--- config.mk ---
export PLATFORM = sky130hd
export DESIGN_NAME = mem_stage
export DESIGN_NICKNAME = d
export VERILOG_FILES = /design/src/rtl/mem_stage.sv
export SDC_FILE = /design/constraint.sdc
export NUM_CORES = 1
export LEC_CHECK = 0
export CORE_ASPECT_RATIO = 0.8
export CORE_MARGIN = 3
export CORE_UTILIZATION = 49
export DETAILED_ROUTE_END_ITERATION = 6
export PLACE_DENSITY = 0.95
export SLEW_MARGIN = 10
export SYNTH_ARGS = -nofsm -noshare
export SYNTH_HDL_FRONTEND = slang
export SYNTH_SLANG_ARGS = --single-unit
--- constraint.sdc ---
create_clock -name clk -period 3 [get_ports clk]
set_input_delay 0.3 -clock clk [delete_from_list [all_inputs] [get_ports clk]]
set_output_delay 0.3 -clock clk [all_outputs]
set_load 0.1 [all_outputs]
--- src/rtl/mem_stage.sv ---
// Memory pipeline stage: forwards ALU results, issues aligned loads/stores
// on a request/ack data bus, and reports misaligned or timed-out accesses.
module mem_stage #(
  parameter int unsigned TIMEOUT = 255
) (
  input  logic        clk,
  input  logic        reset_n,
  input  logic        ex_valid,
  output logic        ex_ready,
  input  logic        ex_flush,
  input  logic [31:0] ex_alu_result,
  input  logic [31:0] ex_rs2,
  input  logic        ex_mem_read,
  input  logic        ex_mem_write,
  input  logic [1:0]  ex_size,
  input  logic        ex_sign,
  input  logic [4:0]  ex_rd,
  input  logic        ex_reg_write,
  output logic        dmem_req,
  output logic        dmem_we,
  output logic [31:0] dmem_addr,
  output logic [31:0] dmem_wdata,
  output logic [3:0]  dmem_be,
  input  logic [31:0] dmem_rdata,
  input  logic        dmem_ack,
  output logic        wb_valid,
  output logic [4:0]  wb_rd,
  output logic        wb_reg_write,
  output logic [31:0] wb_data,
  output logic        mem_err
);

  typedef enum logic {IDLE = 1'b0, WAIT = 1'b1} state_t;

  // Last WAIT cycle index before the access is declared timed out
  localparam logic [7:0] LAST_WAIT = 8'(TIMEOUT - 1);

  state_t      state;
  logic [7:0]  wait_cnt;
  logic [1:0]  r_off;
  logic [1:0]  r_size;
  logic        r_sign;
  logic        r_reg_write;
  logic [4:0]  r_rd;

  logic        accept;
  logic        is_mem;
  logic        misaligned;
  logic [3:0]  be_next;
  logic [31:0] wdata_next;
  logic [31:0] ld_shifted;
  logic [31:0] ld_data;

  assign ex_ready = (state == IDLE);

  // Acceptance and alignment decode of the presented instruction
  always_comb begin
    accept = ex_valid && ex_ready && !ex_flush;
    is_mem = ex_mem_read || ex_mem_write;
    case (ex_size)
      2'b00:   misaligned = 1'b0;
      2'b01:   misaligned = ex_alu_result[0];
      2'b10:   misaligned = (ex_alu_result[1:0] != 2'b00);
      default: misaligned = 1'b1;
    endcase
  end

  // Lane-replicated store data and byte enables; loads enable all lanes
  always_comb begin
    case (ex_size)
      2'b00: begin
        wdata_next = {4{ex_rs2[7:0]}};
        be_next    = 4'b0001 << ex_alu_result[1:0];
      end
      2'b01: begin
        wdata_next = {2{ex_rs2[15:0]}};
        be_next    = 4'b0011 << ex_alu_result[1:0];
      end
      default: begin
        wdata_next = ex_rs2;
        be_next    = 4'b1111;
      end
    endcase
    if (!ex_mem_write) be_next = 4'b1111;
  end

  // Load alignment and extension from the latched access attributes
  always_comb begin
    ld_shifted = dmem_rdata >> {r_off, 3'b000};
    case (r_size)
      2'b00:   ld_data = r_sign ? {24'h0, ld_shifted[7:0]}
                                : {{24{ld_shifted[7]}}, ld_shifted[7:0]};
      2'b01:   ld_data = r_sign ? {16'h0, ld_shifted[15:0]}
                                : {{16{ld_shifted[15]}}, ld_shifted[15:0]};
      default: ld_data = ld_shifted;
    endcase
  end

  // Stage FSM with registered bus and writeback outputs
  always_ff @(posedge clk or negedge reset_n) begin
    if (!reset_n) begin
      state        <= IDLE;
      wait_cnt     <= '0;
      r_off        <= '0;
      r_size       <= '0;
      r_sign       <= 1'b0;
      r_reg_write  <= 1'b0;
      r_rd         <= '0;
      dmem_req     <= 1'b0;
      dmem_we      <= 1'b0;
      dmem_addr    <= '0;
      dmem_wdata   <= '0;
      dmem_be      <= '0;
      wb_valid     <= 1'b0;
      wb_rd        <= '0;
      wb_reg_write <= 1'b0;
      wb_data      <= '0;
      mem_err      <= 1'b0;
    end else begin
      wb_valid <= 1'b0;
      mem_err  <= 1'b0;
      case (state)
        IDLE: begin
          if (accept) begin
            if (!is_mem) begin
              wb_valid     <= 1'b1;
              wb_rd        <= ex_rd;
              wb_reg_write <= ex_reg_write;
              wb_data      <= ex_alu_result;
            end else if (misaligned) begin
              wb_valid     <= 1'b1;
              mem_err      <= 1'b1;
              wb_rd        <= ex_rd;
              wb_reg_write <= 1'b0;
              wb_data      <= '0;
            end else begin
              state       <= WAIT;
              wait_cnt    <= '0;
              dmem_req    <= 1'b1;
              dmem_we     <= ex_mem_write;
              dmem_addr   <= {ex_alu_result[31:2], 2'b00};
              dmem_wdata  <= wdata_next;
              dmem_be     <= be_next;
              r_off       <= ex_alu_result[1:0];
              r_size      <= ex_size;
              r_sign      <= ex_sign;
              r_rd        <= ex_rd;
              r_reg_write <= ex_reg_write;
            end
          end
        end
        WAIT: begin
          // An ack on the final allowed cycle still completes the access
          if (dmem_ack) begin
            state    <= IDLE;
            dmem_req <= 1'b0;
            wb_valid <= 1'b1;
            wb_rd    <= r_rd;
            if (dmem_we) begin
              wb_reg_write <= 1'b0;
              wb_data      <= '0;
            end else begin
              wb_reg_write <= r_reg_write;
              wb_data      <= ld_data;
            end
          end else if (wait_cnt == LAST_WAIT) begin
            state        <= IDLE;
            dmem_req     <= 1'b0;
            wb_valid     <= 1'b1;
            mem_err      <= 1'b1;
            wb_rd        <= r_rd;
            wb_reg_write <= 1'b0;
            wb_data      <= '0;
          end else begin
            wait_cnt <= wait_cnt + 8'd1;
          end
        end
        default: state <= IDLE;
      endcase
    end
  end

endmodule

======== Word level (Yosys, flattened, before mapping) ========
Cells that the tools add are included.
cells by class
  add/sub/neg operators ................... 1
  equal/unequal tests ..................... 11
  shift-type cells ........................ 3
  multiplexer cells ....................... 54
  bitwise gates (word level) .............. 2
  reduce and logical (&&, ||, !) cells .... 11
operators by type and width
  operator             count
  $mux 32              8
  $pmux 32 s2          3
  $mux 8               5
  $shr 32x5->32        1
  $mux 5               5
  $mux 1               23
  $pmux 8 s2           1
  $pmux 1 s2           5
  $pmux 5 s2           1
  $add 8x1->8 const B  1
  $eq 8x8->1 const B   1
  $pmux 4 s2           1
  $reduce_and 4->1     2
  $ne 2x2->1 const B   3
  $ne 3x2->1 const B   2
  $reduce_and 5->1     1
  $eq 2x1->1 const B   2
  $logic_not 2->1      2
  $mux 4               1
  $ne 2x1->1 const B   2
  $shl 1x2->4 const A  1
  $shl 2x2->4 const A  1
  $pmux 1 s3           1
  $reduce_and 3->1     1
  other kinds (6)      8
storage, ports and cells
  flip-flop bits (word level) ............. 128
  input port bits ......................... 112
  logic and storage cells ................. 99

======== Logic depth before layout (Yosys ltp) ========
Gate-level depths: netlist (run 1).
  word-level depth ........................ 6
  mapped depth ............................ 8
  mapped depth without buffers ............ 6

======== Worst setup path before layout (run 1) ========
Ideal clock, no wire load.
  kind .................................... register to register
  start point ............................. register dmem_we
  end point ............................... register wb_data[21]
  library setup time ...................... 82 ps
  arrival time ............................ 1,733 ps
  required time ........................... 2,918 ps
  path slack .............................. 1,185 ps
  cell stages (with the launch flop) ...... 6
  buffers on the path ..................... 1
  cell sequence ........................... dfrtp_1 > nand3b_1 > nor3_1 > o21ai_2 > buf_2 > a31oi_1
on the way
  cells in the longest elaborated chain, start to end .. 3
RTL lines
  item                    line  source
  from (decl)             20    output logic dmem_we,
  from (signal assigned)  140   dmem_we <= ex_mem_write;
  $mux 32                 159   if (dmem_we) begin
  $mux 32                 154   if (dmem_ack) begin
  $pmux 32 s2             122   case (state)
  to (signal assigned)    129   wb_data <= ex_alu_result;
  to (signal assigned)    164   wb_data <= ld_data;
  to (decl)               29    output logic [31:0] wb_data,
Every way passes these cells.
A chain may end at the register's enable or synchronous reset.

======== Worst setup path in the final report (run 1) ========
  start point ............................. register wb_data[23]
  end point ............................... output wb_data[23]
No word-level cell between the ends.

==> results_dict.tcl, run 1 <==
set metrics [dict create \
    async_flop_share_pct 100 \
    finalCoreUtilization_pct 73.1 \
    hpwl_mm 14.7 \
    start_util_pct 50.9 \
    ys_ff_latch 128 \
    cts-buffers-inserted 17 \
    rows 36 \
    p_leak_nw 4.13 \
    io_buffers 220 \
    failed_checks "DRC" \
    multiInputGateArea_sq_um 2850 \
    drt-initial-drc-count 548 \
    routedWlPerCell_um 19.3 \
    cts.path.max_buffers 2 \
    vdd_ir_drop_max_uv 627 \
    r2r_cells 5 \
    max_slew.worst_pin.slew_ns 0.988 \
    slowest_stage "clkdlybuf4s50_1" \
    outcome "finished, violations left" \
    setup_violations 0 \
    ff_latch_area_sq_um 3200 \
    ctsResizeCount 0 \
    worstSetupStartpointType "flip-flop" \
    cp_top_family "buffers and inverters" \
    vias 6000 \
    ys_top_cells_by_area "dfrtp_1 51%, nand2_1 11%, mux2i_1 5.9%, nor3_1 3.1%, o21ai_0 2.9%" \
    max_stage_delay_ns 1.14 \
    setup_slack_ns 0.776 \
    fp.dieArea_sq_um 14300 \
    worstSetupEndpoint "wb_data[23]" \
    place_ws_ns 0.654 \
    synth_top_area_share_pct 50.8 \
    cts_num_sinks 128 \
    overflow 0 \
    tns_ns 0 \
    timing.rr.start "state" \
    grt_antenna_before_repair 0 \
    cp_data_arrival_time_ns 1.92 \
    cts_tree "yes" \
    stdcell_count 1062 \
    num_antenna_cells 0 \
    path_cells "clkdlybuf4s50_1" \
    clock_skew_ns 0.00788 \
    path_class "flip-flop to output port" \
    drtAntennaViolNets 0 \
    placed_cells 1030 \
    synth-edff-count 0 \
    syn_area_sq_um 6310 \
    max_freq_mhz 450 \
    r2r_end "dmem_be[2]" \
    die_w_um 133 \
    area_delta_synth_final_pct 43.6 \
    fin_area_sq_um 9060 \
    drt-pass1-iter-count 7 \
    path_max_fanout 2 \
    synth.most_common_cell "nand2_1" \
    period_share_pct 74.1 \
    h-tree-depth 4 \
    placed_cell_area_sq_um 8410 \
    rrSetupSlack_ns 0.80 \
    clk_pin_slew_ns 0.05 \
    crit_start "wb_data[23]" \
    gp_congestion 0.920 \
    routed_wl_mm 20.5 \
    slew_headroom_pct 33.9 \
    die_h_um 107 \
    clk_latency_ns 0.41 \
    hold_viol_final 0 \
    synthFlopType "dfrtp_1" \
    yosysSeqAreaShare_pct 50.8 \
    grt_max_degree 66 \
    drc_errors 3 \
    rsz0062_at_grt "false" \
    nNetsFinal 993 \
    grt_usage_pct 28.5 \
    cts_root_buffer "clkbuf_16" \
    path_buf_inv 1 \
    synthTopCellsByCount "190 x nand2_1, 128 x dfrtp_1, 39 x nor3_1" \
    postSynthAreaPerCell_sq_um 9.31 \
    fillers 854 \
    syn_inst 677 \
    io_pins 223 \
    via_per_inst 5.65 \
    worst-path-stages 1 \
    worst_setup_path_end_kind "output port" \
    core_area_sq_um 12400 \
    yosys_warnings 0 \
    maxSlewViolCount 0 \
    ys_types 50 \
    drive_above_1_share_pct 17.6 \
    grt_pass1_wl_mm 31.7 \
    cp.required_ns 2.70 \
    fin_crit_ns 2.22 \
    holdCritPathClass "input pin to flip-flop" \
    grt_pass1_vias 5756 \
    p_per_area_nw_per_um2 987 \
    yosys.area.top_type "dfrtp_1" \
    cap_violations 0 \
]
==> report_power, final <==
part           leakage, nW  total [mW]  internal, mW  switching, mW
Combinational         2.23        4.31         0.955           3.36
Clock                0.314        2.23          1.49          0.738
Sequential            1.59        2.40          2.12          0.278
==> layout by cell type (no fill, tap or decap), types with 4 or more instances in the layout <==
| cell type | count |
|---|---|
| nand2_1 | 190 |
| clkdlybuf4s50_1 | 135 |
| dfrtp_1 | 128 |
| buf_4 | 95 |
| nor3_1 | 39 |
| mux2i_1 | 37 |
| o21ai_0 | 36 |
| a21oi_1 | 28 |
| a22oi_1 | 17 |
| a31oi_1 | 17 |
| clkbuf_16 | 17 |
| nor2_1 | 16 |
| a32oi_1 | 15 |
| o211ai_1 | 12 |
| nand3b_1 | 10 |
| mux2_2 | 9 |
| nor2b_1 | 7 |
| a211o_1 | 7 |
| inv_1 | 5 |
| nand3_1 | 5 |
| bufinv_16 | 5 |
| a21oi_2 | 4 |
| clkinv_2 | 4 |
==> worst min path at each step <==
stage	depth (start not counted)	from	endpoint	slack, ns
finish	3	ex_sign	r_sign	0.43
global route	3	ex_sign	r_sign	0.45
CTS	3	ex_sign	r_sign	0.42
detailed placement	1	reset_n	dmem_wdata[31]	0.34
global placement	1	reset_n	dmem_wdata[31]	0.34
floorplan	0	reset_n	dmem_addr[10]	0.004
==> final cells by class <==
type / instances / share of cell area (%)
clock inverters: 11 / 2.07
inverters: 5 / 0.207
flip-flops and latches: 128 / 35.4
multi-input cells: 493 / 31.5
clock buffers: 20 / 4.93
repair buffers: 234 / 23.6
well taps: 171 / 2.36
==> cell families after synthesis <==
family,share of synthesized area (%)
compound gates,15.4
xor+xnor,0.556
fa+ha+maj,0.397
buf+inv,4.56
flops,50.8
mux,7.70
other cells,0.0595
simple gates,20.6
==> layer usage <==
| metal | global-route usage [%] | vias to the layer above | wire (um) |
|---|---|---|---|
| li1 | - | 2778 | - |
| met1 | 37.7 | 2811 | 8110 |
| met2 | 44.5 | 356 | 9560 |
| met3 | 9.49 | 55 | 2270 |
| met4 | 9.79 | 0 | 590 |
| met5 | 0 | - | 0 |
==> repair_timing <==
| action | in CTS | in global routing |
|---|---|---|
| endpoints found under the hold margin | 43 | 0 |
| buffers inserted | 0 | 0 |
| hold buffers | 1 | 0 |
==> through the flow <==
step / power, mW / hold WS [ns]
finish: 8.94 / 0.432
global route: 9.23 / 0.448
CTS: 8.96 / 0.419
detailed placement: 6.71 / 0.343
global placement: 6.64 / 0.344
floorplan: 5.62 / 0.00441
==> flip-flops by register name, summed over array words and instances (netlist names), 2 cells and up <==
register,flops
dmem_addr,30
dmem_be,4
dmem_wdata,32
r_off,2
r_rd,5
r_size,2
wait_cnt,8
wb_data,32
wb_rd,5
Note: power is estimated with default switching activity, not from simulation.
==> run 2, diff against run 1 <==
Settings changed: CORE_UTILIZATION 49 to 46, PLACE_DENSITY 0.95 to 0.93.
Clock period 3 ns to 2.2 ns, I/O delays scaled along.
==> run 2 against run 1 <==
The run now ends clean; worst hold slack lost 0.097 ns; sequential power grew 35%; critical endpoint is now wb_data[28]; non-clock buffer count grew 7.
==> results_dict.tcl, run 2 (synthesis results as in run 1) <==
set metrics [dict create \
    grt_antenna_before_repair 0 \
    grt_max_degree 87 \
    maxSlewViolCount 0 \
    hold_viol_final 0 \
    start_util_pct 48.0 \
    outcome "complete, no violations" \
    rsz0062_at_grt "false" \
    routedWlPerCell_um 19.1 \
    reg_top3 "dmem_wdata x32, wb_data x32, dmem_addr x30" \
    worst_setup_path_end_kind "flip-flop" \
    nNetsFinal 1000 \
    grt_pass1_vias 5795 \
    drive_above_1_share_pct 21.4 \
    clk_latency_ns 0.42 \
    holdCritPathClass "input pin to asynchronous set/reset pin" \
    multiInputGateArea_sq_um 2850 \
    power.total_mw 12.0 \
    clock_skew_ns 0.00875 \
    cts.path.max_buffers 2 \
    overflow 0 \
    area_delta_synth_final_pct 43.9 \
    p_leak_nw 4.18 \
    ctsResizeCount 0 \
    cts-buffers-inserted 17 \
    vias 6006 \
    drt-pass1-iter-count 5 \
    via_per_inst 5.59 \
    core_area_sq_um 13100 \
    ff_latch_area_sq_um 3200 \
    grt_pass1_wl_mm 32.1 \
    drc_errors 0 \
    cts_root_buffer "clkbuf_16" \
    clk_pin_slew_ns 0.06 \
    setup_violations 0 \
    period_share_pct 87.6 \
    io_buffers 220 \
    fp.dieArea_sq_um 15200 \
    fin_crit_ns 1.93 \
    die_w_um 137 \
    worstSetupStartpointType "flip-flop" \
    cap_violations 0 \
    gp_congestion 0.906 \
    grt_usage_pct 27.1 \
    h-tree-depth 4 \
    vdd_ir_drop_max_uv 931 \
    io_pins 223 \
    mostFrequentLayoutCells "190 x nand2_1, 128 x dfrtp_1, 123 x buf_4, 110 x clkdlybuf4s50_1, 39 x nor3_1" \
    p_per_area_nw_per_um2 1320 \
    num_antenna_cells 0 \
    max_freq_mhz 519 \
    final_common_cell "nand2_1" \
    rows 37 \
    max_slew.worst_pin.slew_ns 0.675 \
    cp.required_ns 2.46 \
    fillers 1002 \
    slew_headroom_pct 55.0 \
    path_max_fanout 16 \
    routed_wl_mm 20.5 \
    die_h_um 111 \
    cp_data_arrival_time_ns 2.18 \
    drtAntennaViolNets 0 \
    drt-initial-drc-count 561 \
    cts_tree "yes" \
    cts_num_sinks 128 \
    path_class "flip-flop to flip-flop" \
    hpwl_mm 15.0 \
    tns_ns 0 \
]
==> run 2: power breakdown <==
part	switching [mW]	total [mW]	internal (mW)
sequential	0.364	3.25	2.89
combinational	4.58	5.87	1.29
clock	1.06	2.90	1.84
==> run 2: layout make-up <==
type	instances	share of cell area (%)
Clock inverter	13	1.79
Clock buffer	19	4.99
Multi-Input combinational cell	493	31.4
Timing Repair Buffer	241	23.9
Sequential cell	128	35.3
Tap cell	175	2.41
Inverter	5	0.207
==> run 2: repair_timing <==
item	CTS	global route
buffers inserted	0	0
hold buffers	1	0
hold endpoints to repair	52	0
setup endpoints to repair	0	0
==> run 2: per-stage QoR <==
step           utilization, %  setup slack [ns]  hold WS (ns)  std cells  area [sq um]
4_1_cts                  69.0             0.287         0.343       1074          9070
6_report                 69.0             0.274         0.335       1074          9070
3_3_place_gp             64.3             0.239         0.200       1041          8450
5_1_grt                  69.0             0.102         0.375       1074          9070
2_1_floorplan               -             0.385       -0.0756        678          6310
3_5_place_dp             64.3             0.201         0.203       1041          8450
==> run 2: per-layer routing <==
| layer | GRT usage (%) | vias up | part of all wire (%) |
|---|---|---|---|
| li1 | - | 2797 | - |
| met1 | 37.2 | 2901 | 41 |
| met2 | 42.1 | 277 | 47 |
| met3 | 7.67 | 31 | 9.3 |
| met4 | 7.58 | 0 | 2.2 |
| met5 | 0 | - | 0 |
==> run 2: worst max-delay path: stages (launching register included) <==
cell     delay (ns)
dfrtp_1        0.55
mux2i_2        0.37
nor2_1         0.10
o21ai_2        0.56
a31oi_1        0.19
==> run 2: final timing paths <==
check / start / depth (start not counted) / endpoint / slack, ns
worst max register to register: r_off[1] / 4 / wb_data[28] / 0.27
worst min register to register: dmem_addr[5] / 2 / dmem_addr[5] / 0.47
max in group asynchronous: reset_n / 3 / wb_data[13] / 1.12
worst min-delay path: reset_n / 2 / dmem_addr[27] / 0.33
worst max-delay path: r_off[1] / 4 / wb_data[28] / 0.27
min in group clk: ex_alu_result[10] / 3 / dmem_addr[10] / 0.37
==> run 3, diff against run 2 <==
Settings changed: CORE_ASPECT_RATIO 0.8 to not set, CORE_UTILIZATION 46 to 35, PLACE_DENSITY 0.93 to 0.76.
==> run 3 against run 2 <==
Clock skew rose by 0.0055 ns; cell count rose by 5.2%; routed wire length rose by 2.2%; non-clock buffer count rose by 7; power fell by 0.17%; setup slack improved by 0.028 ns; die area rose by 30%; cell area rose by 1.4%; largest cell class unchanged; largest power group unchanged; highest routed layer is now met5.
==> results_dict.tcl, run 3 (synthesis results as in run 1) <==
set metrics [dict create \
    outcome "complete, no violations" \
    tns_ns 0 \
    multiInputGateArea_sq_um 2850 \
    grt_usage_pct 21.1 \
    path_cells "buf_4, nand4b_1, o31ai_1, o21ai_2, a31oi_1" \
    hold_viol_final 0 \
    path_max_fanout 21 \
    overflow 0 \
    routedWlPerCell_um 18.5 \
    drive_above_1_share_pct 21.5 \
    setup_violations 0 \
    via_per_inst 5.31 \
    cts_root_buffer "clkbuf_16" \
    io_buffers 220 \
    vdd_ir_drop_max_uv 875 \
    worst_setup_path_end_kind "flip-flop" \
    cap_violations 0 \
    clock_skew_ns 0.0143 \
    core_area_sq_um 17500 \
    gp_congestion 0.860 \
    cts_num_sinks 128 \
    p_per_area_nw_per_um2 1300 \
    r2r_end "wb_data[25]" \
    final_common_cell "nand2_1" \
    r2r_cells 5 \
    max_freq_mhz 527 \
    path_buf_inv 1 \
    fillers 1589 \
    fp.dieArea_sq_um 19700 \
    die_w_um 140 \
    grt_pass1_wl_mm 32.4 \
    slowest_stage "o21ai_2" \
    max_slew.worst_pin.slew_ns 0.695 \
    drtAntennaViolNets 0 \
    finalCoreUtilization_pct 52.6 \
    cts-buffers-inserted 17 \
    grt_pass1_vias 5883 \
    stdcell_count 1130 \
    ff_latch_area_sq_um 3200 \
    start_util_pct 36.1 \
    timing.rr.start "r_off[1]" \
    drc_errors 0 \
    cp_top_family "compound AO/OA/AOI/OAI gates" \
    clk_latency_ns 0.42 \
    io_pins 223 \
    cp.required_ns 2.46 \
    mostFrequentLayoutCells "190 x nand2_1, 128 x dfrtp_1, 128 x buf_4, 110 x clkdlybuf4s50_1, 39 x nor3_1" \
    maxSlewViolCount 0 \
    max_stage_delay_ns 0.56 \
    cts_tree "yes" \
    area_delta_synth_final_pct 45.8 \
    routed_wl_mm 20.9 \
    holdCritPathClass "input pin to asynchronous set/reset pin" \
    h-tree-depth 4 \
    grt_max_degree 58 \
    rrSetupSlack_ns 0.30 \
    clk_pin_slew_ns 0.06 \
    cp_data_arrival_time_ns 2.16 \
    drt-initial-drc-count 508 \
    cts.path.max_buffers 2 \
    num_antenna_cells 0 \
    vias 5999 \
    p_leak_nw 4.23 \
    rows 48 \
    die_h_um 140 \
    worstSetupStartpointType "flip-flop" \
    post_cts.repair.setup_buffers 0 \
    slew_headroom_pct 53.7 \
    power.total_mw 12.0 \
    nNetsFinal 1007 \
    fin_crit_ns 1.90 \
    rsz0062_at_grt "false" \
    fin_hold_ws_ns 0.316 \
    path_class "flip-flop to flip-flop" \
    grt_antenna_before_repair 2 \
    reg_top3 "dmem_wdata x32, wb_data x32, dmem_addr x30" \
    drt-pass1-iter-count 6 \
    placed_cells 1098 \
    ctsResizeCount 0 \
    period_share_pct 86.3 \
    hpwl_mm 15.2 \
]
run 3: cell types whose count changed in the layout (fill, tap and decap cells not counted), sizes merged:
cell	before	now
buf	130	137
clkbuf	19	22
clkinv	4	5
clkinvlp	6	1
run 3: final cells by class:
cell class / count / share of cell area (%)
clock buffer: 22 / 5.05
clock inverter: 9 / 1.46
inverter: 5 / 0.204
multi-input combinational: 493 / 31.0
sequential: 128 / 34.8
tap: 225 / 3.06
timing repair buffer: 248 / 24.4
run 3: how the worst max path moves through the flow:
stage | from | end | slack, ns | cells after the start
after detailed placement | ex_alu_result[0] | dmem_addr[16] | 0.1 | 6
after global placement | ex_alu_result[0] | dmem_addr[13] | 0.15 | 6
final | r_off[1] | wb_data[25] | 0.30 | 5
after floorplan | dmem_we | wb_data[21] | 0.38 | 5
after CTS | r_off[1] | wb_data[25] | 0.34 | 5
after global routing | state | dmem_addr[27] | 0.19 | 5
run 3: per-layer routing:
| metal | part of all wire [%] | vias to the layer above | wire (um) | GRT usage, % |
|---|---|---|---|---|
| li1 | - | 2819 | - | - |
| met1 | 42 | 2849 | 8720 | 27.0 |
| met2 | 46 | 297 | 9710 | 33.5 |
| met3 | 10 | 30 | 2090 | 7.89 |
| met4 | 1.7 | 4 | 357 | 6.07 |
| met5 | 0.16 | - | 34 | 0 |
run 3: what timing repair did:
action                                  in CTS  in global routing
hold buffers                                 1                  0
hold endpoints to repair                    48                  0
endpoints found under the setup margin       0                  0
run 3: power breakdown:
| group | leakage, nW | switching [mW] | internal, mW |
|---|---|---|---|
| Sequential | 1.59 | 0.358 | 2.89 |
| Clock | 0.290 | 1.05 | 1.84 |
| Combinational | 2.35 | 4.56 | 1.30 |
| Total | 4.23 | 5.97 | 6.03 |
run 3: through the flow:
stage	worst slack, ns	area [sq um]
2_1_floorplan	0.385	6310
3_3_place_gp	0.154	8590
3_5_place_dp	0.0992	8590
4_1_cts	0.341	9200
5_1_grt	0.187	9200
6_report	0.302	9200
